<file path="config.mk">
export PLATFORM = sky130hd
export DESIGN_NAME = hex_text_writer_flat
export DESIGN_NICKNAME = d
export VERILOG_FILES = /design/src/rtl/hex_text_writer_pkg.sv /design/src/rtl/hex_text_writer_if.sv /design/src/rtl/hex_text_writer.sv /design/src/flat_wrapper.sv
export SDC_FILE = /design/constraint.sdc
export NUM_CORES = 1
export LEC_CHECK = 0
export CAP_MARGIN = 20
export CORE_UTILIZATION = 54
export CTS_CLUSTER_DIAMETER = 150
export DETAILED_ROUTE_END_ITERATION = 12
export PLACE_DENSITY = 0.95
export SLEW_MARGIN = 20
export SYNTH_ARGS = -nofsm -noshare
export SYNTH_HDL_FRONTEND = slang
export SYNTH_SLANG_ARGS = --single-unit
</file>
<file path="constraint.sdc">
create_clock -name clk -period 4.4 [get_ports clk]
set_input_delay 0.66 -clock clk [delete_from_list [all_inputs] [get_ports clk]]
set_output_delay 0.66 -clock clk [all_outputs]
set_load 0.02 [all_outputs]
</file>
<file path="src/rtl/hex_text_writer_pkg.sv">
// rtl/hex_text_writer_pkg.sv - shared types and constants for the hex text writer
package hex_text_pkg;

    typedef enum logic [1:0] {
        IDLE  = 2'd0,
        WRITE = 2'd1,
        DONE  = 2'd2
    } state_t;

    localparam logic [7:0] ASCII_SPACE = 8'h20;
    localparam int         MAX_DIGITS  = 8;
    localparam int         ROM_AW      = 12;

    // Requests for more digits than a 32-bit value holds print all eight.
    function automatic logic [3:0] clamp_len(input logic [3:0] l);
        return (l > 4'(MAX_DIGITS)) ? 4'(MAX_DIGITS) : l;
    endfunction

endpackage

</file>
<file path="src/rtl/hex_text_writer_if.sv">
// rtl/hex_text_writer_if.sv - hex-digit ROM lookup and text-buffer write port
//
// rom_addr  : writer -> ROM, {8'h00, nibble}
// rom_data  : ROM -> writer, ASCII code (combinational)
// txt_addr  : writer -> buffer, cell address
// txt_data  : writer -> buffer, character
// txt_we    : writer -> buffer, write request
// txt_ready : buffer -> writer, write accepted this cycle
interface hex_text_writer_if #(
    parameter int TEXT_AW = 12
);
    import hex_text_pkg::*;

    logic [ROM_AW-1:0]  rom_addr;
    logic [7:0]         rom_data;
    logic [TEXT_AW-1:0] txt_addr;
    logic [7:0]         txt_data;
    logic               txt_we;
    logic               txt_ready;

    modport master (
        output rom_addr,
        input  rom_data,
        output txt_addr,
        output txt_data,
        output txt_we,
        input  txt_ready
    );

    modport slave (
        input  rom_addr,
        output rom_data,
        input  txt_addr,
        input  txt_data,
        input  txt_we,
        output txt_ready
    );

endinterface

</file>
<file path="src/rtl/hex_text_writer.sv">
// rtl/hex_text_writer.sv - renders a 32-bit value as hex ASCII into the text buffer
//
// clk, rst_n : clock, asynchronous active-low reset
// start      : request pulse, accepted only while idle
// value      : value to print (sampled on accepted start)
// len        : digit count, 0 = nothing, 9..15 treated as 8
// lz_blank   : print leading zeros as spaces
// base_addr  : cell of the most significant printed digit
// busy       : request in progress
// done       : one-cycle end-of-request pulse
// tif        : ROM lookup and text-buffer write port (master side)
module hex_text_writer
    import hex_text_pkg::*;
#(
    parameter int TEXT_AW = 12
) (
    input  logic               clk,
    input  logic               rst_n,
    input  logic               start,
    input  logic [31:0]        value,
    input  logic [3:0]         len,
    input  logic               lz_blank,
    input  logic [TEXT_AW-1:0] base_addr,
    output logic               busy,
    output logic               done,
    hex_text_writer_if.master  tif
);

    state_t             state;
    logic [31:0]        shreg;
    logic [3:0]         cnt;
    logic [TEXT_AW-1:0] addr;
    logic               lead;

    logic [3:0] len_c;
    logic [5:0] shamt;
    logic [3:0] nib;
    logic       writing;

    assign len_c   = clamp_len(len);
    // Left-align the printed digits so the first one sits in shreg[31:28].
    assign shamt   = {4'(MAX_DIGITS) - len_c, 2'b00};
    assign nib     = shreg[31:28];
    assign writing = (state == WRITE);

    always_ff @(posedge clk or negedge rst_n) begin
        if (!rst_n) begin
            state <= IDLE;
            shreg <= '0;
            cnt   <= '0;
            addr  <= '0;
            lead  <= 1'b0;
        end else begin
            case (state)
                IDLE: begin
                    if (start) begin
                        shreg <= value << shamt;
                        cnt   <= len_c;
                        addr  <= base_addr;
                        lead  <= lz_blank;
                        state <= (len_c != 4'd0) ? WRITE : DONE;
                    end
                end
                WRITE: begin
                    // A stalled write holds every register so the port stays stable.
                    if (tif.txt_ready) begin
                        shreg <= shreg << 4;
                        addr  <= addr + TEXT_AW'(1);
                        cnt   <= cnt - 4'd1;
                        lead  <= lead & (nib == 4'd0);
                        if (cnt == 4'd1) begin
                            state <= DONE;
                        end
                    end
                end
                DONE: begin
                    state <= IDLE;
                end
                default: begin
                    state <= IDLE;
                end
            endcase
        end
    end

    always_comb begin
        busy         = (state != IDLE);
        done         = (state == DONE);
        tif.txt_we   = writing;
        tif.txt_addr = writing ? addr : '0;
        tif.rom_addr = writing ? {{(ROM_AW-4){1'b0}}, nib} : '0;
        tif.txt_data = 8'h00;
        if (writing) begin
            // The final digit always comes from the ROM so zero prints as "0".
            if (lead && (nib == 4'd0) && (cnt != 4'd1)) begin
                tif.txt_data = ASCII_SPACE;
            end else begin
                tif.txt_data = tif.rom_data;
            end
        end
    end

endmodule

</file>
<file path="src/flat_wrapper.sv">
// flat-port wrapper written by rule: the top's interface ports become plain ports
module hex_text_writer_flat import hex_text_pkg::*;
#(
    parameter int TEXT_AW = 12
)
  (clk, rst_n, start, value, len, lz_blank, base_addr, busy, done, tif_rom_addr, tif_rom_data, tif_txt_addr, tif_txt_data, tif_txt_we, tif_txt_ready);
  hex_text_writer_if #(.TEXT_AW(TEXT_AW)) tif_i ();
  input  logic clk;
  input  logic rst_n;
  input  logic start;
  input  logic [31:0] value;
  input  logic [3:0] len;
  input  logic lz_blank;
  input  logic [TEXT_AW-1:0] base_addr;
  output logic busy;
  output logic done;
  output wire logic [$bits(tif_i.rom_addr)-1:0] tif_rom_addr;
  input wire logic [$bits(tif_i.rom_data)-1:0] tif_rom_data;
  output wire logic [$bits(tif_i.txt_addr)-1:0] tif_txt_addr;
  output wire logic [$bits(tif_i.txt_data)-1:0] tif_txt_data;
  output wire logic [$bits(tif_i.txt_we)-1:0] tif_txt_we;
  input wire logic [$bits(tif_i.txt_ready)-1:0] tif_txt_ready;
  assign tif_rom_addr = tif_i.rom_addr;
  assign tif_i.rom_data = tif_rom_data;
  assign tif_txt_addr = tif_i.txt_addr;
  assign tif_txt_data = tif_i.txt_data;
  assign tif_txt_we = tif_i.txt_we;
  assign tif_i.txt_ready = tif_txt_ready;
  hex_text_writer #(.TEXT_AW(TEXT_AW)) u_core (.clk(clk), .rst_n(rst_n), .start(start), .value(value), .len(len), .lz_blank(lz_blank), .base_addr(base_addr), .busy(busy), .done(done), .tif(tif_i));
endmodule
</file>
* Word level (Yosys, flattened, before mapping)
Cells that the tools add are included.
** Storage, ports and cells
- Input bits :: 61
- Bits in read-only memories :: 0
- Bits in latches :: 0
- Logic and storage cells :: 49
- Output and inout port bits :: 35
- Memories kept :: 0
- RAM bits :: 0
- Bits in registers :: 51
** Operators by class
- Bitwise logic cells :: 1
- Shift operators :: 1
- Reductions and logical operators :: 9
- Muxes and demuxes :: 22
- Magnitude comparators :: 1
- Eq/ne operators :: 7
- $mul :: 0
- Div/mod/pow operators :: 0
- Add/sub/neg operators :: 3
** Operators by type and width (count)
- $mux W32 :: 2
- $pmux W32 S2 :: 1
- $mux W12 :: 3
- $shl A32 B6 Y32 :: 1
- $pmux W12 S2 :: 1
- $mux W4 :: 4
- $mux W8 :: 2
- $add A12 B1 Y12 const B :: 1
- $mux W2 :: 4
- $pmux W4 S2 :: 1
- $ne A2 B2 Y1 const B :: 3
- $reduce_and A3 Y1 :: 2
- $eq A4 B1 Y1 const B :: 1
- $gt A4 B4 Y1 const B :: 1
- $logic_not A4 Y1 :: 1
- $ne A4 B1 Y1 const B :: 1
- $pmux W2 S2 :: 1
- $reduce_bool A2 Y1 :: 2
- $reduce_bool A4 Y1 :: 1
- $sub A4 B1 Y4 const B :: 1
- $sub A4 B4 Y4 const A :: 1
- $eq A2 B1 Y1 const B :: 1
- $eq A2 B2 Y1 const B :: 1
- $logic_and A1 B1 Y1 :: 2
- 4 further kinds :: 5

* Longest topological paths before layout
- Word-level depth :: 6
- Mapped depth :: 12
- Mapped depth without buffers :: 8

* Least setup slack after synthesis
No wires, ideal clock.
- Kind :: input -> register
- From :: input len[3]
- To :: register u_core.shreg[16]
- Cell stages on the path :: 11
- Slack :: 1529 ps
- Arrival :: 2742 ps
- Required time :: 4271 ps
- Setup time :: 129 ps
- Path buffers :: 5
- Path through :: buf_6 > nor2b_1 > buf_4 > inv_2 > buf_2 > ha_1 > clkbuf_1 > clkbuf_1 > mux4_2 > a221oi_1 > a21oi_1
** On the way
- Longest elaborated chain between the ends :: 6
** Ends and longest elaborated chain
- start: declaration :: RTL line flat_wrapper.sv:12 : input logic [3:0] len;
- $gt A4 B4 Y1 :: RTL line hex_text_writer_pkg.sv:16 : return (l > 4'(MAX_DIGITS)) ? 4'(MAX_DIGITS) : l;
- $mux W4 (*) :: RTL line hex_text_writer_pkg.sv:16
- $sub A4 B4 Y4 (*) :: RTL line hex_text_writer.sv:42 : assign shamt = {4'(MAX_DIGITS) - len_c, 2'b00};
- $shl A32 B6 Y32 (*) :: RTL line hex_text_writer.sv:57 : shreg <= value << shamt;
- $mux W32 (*) :: RTL line hex_text_writer.sv:56 : if (start) begin
- $pmux W32 S2 (*) :: RTL line hex_text_writer.sv:54 : case (state)
- end signal: assignment :: RTL line hex_text_writer.sv:57
- end signal: assignment :: RTL line hex_text_writer.sv:67 : shreg <= shreg << 4;
- end: declaration :: RTL line hex_text_writer.sv:30 : logic [31:0] shreg;
Mark *: on every way between the ends. The rest lies on a longest branch, timed or not. The select of a mux whose other input is x is not followed.
A chain may end at the register's enable or synchronous reset.

* Worst setup path in the final report
- From :: input len[3]
- To :: register u_core.shreg[29]
The elaborated chain is that of the path after synthesis.

==> flow_summary.toml <==
[sta]
post-route-period-util_pct = 77.5
worstMarginPinSlew_ns = 0.876
setup_tns_ns = 0
hold_viol = 0
slew_headroom_pct = 41.4
fin_skew_ns = 0.00257
clock.fmax_mhz = 293
rsz0062_at_grt = "no"
setup_viol = 0
min_period_ns = 3.41
maxSlewViolCount = 0

[power_and_ir_drop]
vdd_drop_max_mv = 0.275
power_density_nw_per_um2 = 605
power_mw = 2.83
leakagePower_nw = 1.98

[cts]
clk_pin_slew_ns = 0.09
root_buffer = "clkbuf_8"
clock_latency_ns = 0.30
post_cts_buffers = 0
cts-resized-gates = 0
clock-sinks = 51
clockBufferDepth = 2
cts_made_buffers = 5
cts_tree = "built"
ctsHoldBuffers = 0
cts-htree-levels = 2

[worst_setup_path]
worstPathArrival_ns = 3.63
start_kind = "input pin"
crit_buf_inv = 2
critical_path_required_ns = 4.62
worst-path-max-fanout = 17
r2r_slack_ns = 1.84
crit_family = "buffers and inverters"
path_class = "input pin to flip-flop"
cp_slowest_cell = "clkdlybuf4s50_1"
path_cells = "clkdlybuf4s50_1 -> nor2b_2 -> inv_2 -> ha_1 -> xor2_1 -> nor2_1 -> a21oi_1 -> o21ai_0"
critPathCaptureType = "flip-flop"
slowest_delay_ns = 0.73

[final_layout]
final_cells = 595
drive_gt1_share_pct = 7.96
fillers = 562
finalNetCount = 579
antenna_cells = 0
area_growth_pct = 24.7

[drt]
wl_um = 10500
drtIter0Drc = 451
drt-wirelength-per-cell_um = 17.6
first_pass_iters = 9
drc = 1
antenna_left = 0
vias = 3798
viasPerCell = 6.38

[yosys]
ys_seq_area_share_pct = 33.9
synth_common_cells = "nand2_1, dfrtp_1, o21ai_0"
ys_warn_count = 0
synth_fa_ha_area_share_pct = 1.33
yosysTopAreaCell = "dfrtp_1"
synth_cell_types = 56
synth_edf_count = 0
synth_top_family_by_area = "simple AND/OR/NAND/NOR gates"
yosysMostFrequentCell = "nand2_1"
netlist_area_sq_um = 3760
syn_inst = 447
synthTopCellsByArea = "dfrtp_1, nand2_1, o21ai_0"
synth-simple-area-share_pct = 22.1
ys_ff_latch = 51
synth_compound_area_share_pct = 22.1
synth_xor_area_share_pct = 1.20
synth.avg_cell_area_sq_um = 8.41
synth_top_area_share_pct = 33.9
synth.area.mux_share_pct = 11.6
ys.flop_type = "dfrtp_1"
async_flop_share_pct = 100

[global_routing]
gr-total-overflow = 0
antenna_found_initial = 0
grt_pass1_wl_um = 17400
grt_max_degree = 52
grtUsageTotal_pct = 30.1
grt_pass1_vias = 3430

[die]
coreArea_sq_um = 6760
die_w_um = 85.4
rows = 30
io_pins = 96
initial_core_util_pct = 55.6
dieArea_sq_um = 7300
chipHeight_um = 85.4

[run_status]
status = "complete, but fails checks"
violations = "DRC"

[placement]
hpwl_um = 7660
placed_cells = 587
portBuffers = 87
gp_congestion = 0.975

[flow_run]
maxCapViolCount = 0

[hold_path]
min_path_type = "input pin to asynchronous set/reset pin"
[flip-flops by register name, indices dropped and copies added (netlist names)]
signal,count
u_core.addr,12
u_core.shreg,32
u_core.state,2
u_core.lead,1
u_core.cnt,4
[where the power goes]
| group | internal [mW] | switching (mW) |
|---|---|---|
| Clock | 0.144 | 0.150 |
| Sequential | 0.684 | 0.171 |
| Combinational | 0.698 | 0.987 |
[logic make-up (layout without fill, tap and decap cells)]
logic type	Yosys count	after routing
and+or+nand+nor	175	175
AOI/OAI and AO/OA	124	124
buffers and inverters	56	117
DFF	51	51
muxes	33	33
adders and majority gates	4	4
xor gates and xnor gates	3	3
other	1	8
[final timing paths]
path	startpoint	to	cells after the start
max reg2reg	u_core.state[0]	u_core.addr[5]	7
min reg2reg	u_core.lead	u_core.lead	2
min in group clk	u_core.lead	u_core.lead	2
max in group asynchronous	rst_n	u_core.cnt[2]	2
max	len[3]	u_core.shreg[29]	8
min	rst_n	u_core.shreg[24]	2
[cells in the final DEF (no fill, tap or decap), types with 2 or more instances in the layout]
cell	synthesis	layout
a211oi_1	2	2
a21oi_1	29	28
a221o_1	6	6
a221oi_1	6	6
a22oi_1	3	3
a311oi_1	2	2
a31oi_1	4	4
a32o_1	4	4
a32oi_1	7	7
and2_1	8	8
and3_1	20	20
buf_4	9	8
clkbuf_8	0	7
clkdlybuf4s50_1	0	86
conb_1	1	8
dfrtp_1	51	51
ha_1	4	4
inv_1	12	12
inv_2	2	2
mux2_1	2	2
mux2_2	4	4
mux2i_1	19	19
mux4_2	8	8
nand2_1	64	64
nand2b_1	3	3
nand3_1	23	23
nor2_1	38	38
nor2b_1	3	2
nor3_1	4	4
nor4_1	2	2
o211ai_1	2	2
o21ai_0	39	39
o22ai_1	4	4
o311ai_0	6	6
o32ai_1	2	2
or3_1	3	3
[layer usage]
layer	share of wire (%)	up-vias	GRT usage (%)
li1	-	1745	-
met1	43	1818	44.0
met2	46	216	46.6
met3	9.1	19	4.47
met4	1.5	0	8.33
met5	0	-	0
[final cells by class]
type / count / area [sq um] / area share (%)
sequential: 51 / 1280 / 27.2
clock buffer: 8 / 100 / 2.14
tap: 80 / 100 / 2.14
inverter: 14 / 52.6 / 1.12
multi-input combinational: 347 / 2230 / 47.6
timing repair buffer: 95 / 926 / 19.8
[worst register-to-register path, delay by kind of cell (launching register included)]
kind | cells | cell delay, ns
AOI/OAI and AO/OA | 3 | 0.59
DFF | 1 | 0.35
and+or+nand+nor | 2 | 0.76
buffers and inverters | 2 | 0.75
[through the flow]
stage	utilization (%)	setup WS, ns	hold slack [ns]	cell area, sq um
after CTS	69.4	1.08	0.480	4690
after detailed placement	67.9	0.755	0.470	4590
final	69.4	0.990	0.444	4690
after global routing	69.4	0.719	0.506	4690
after floorplan	-	1.53	0.364	3790
after global placement	67.9	0.834	0.461	4590
(Power assumes the default switching activity.)
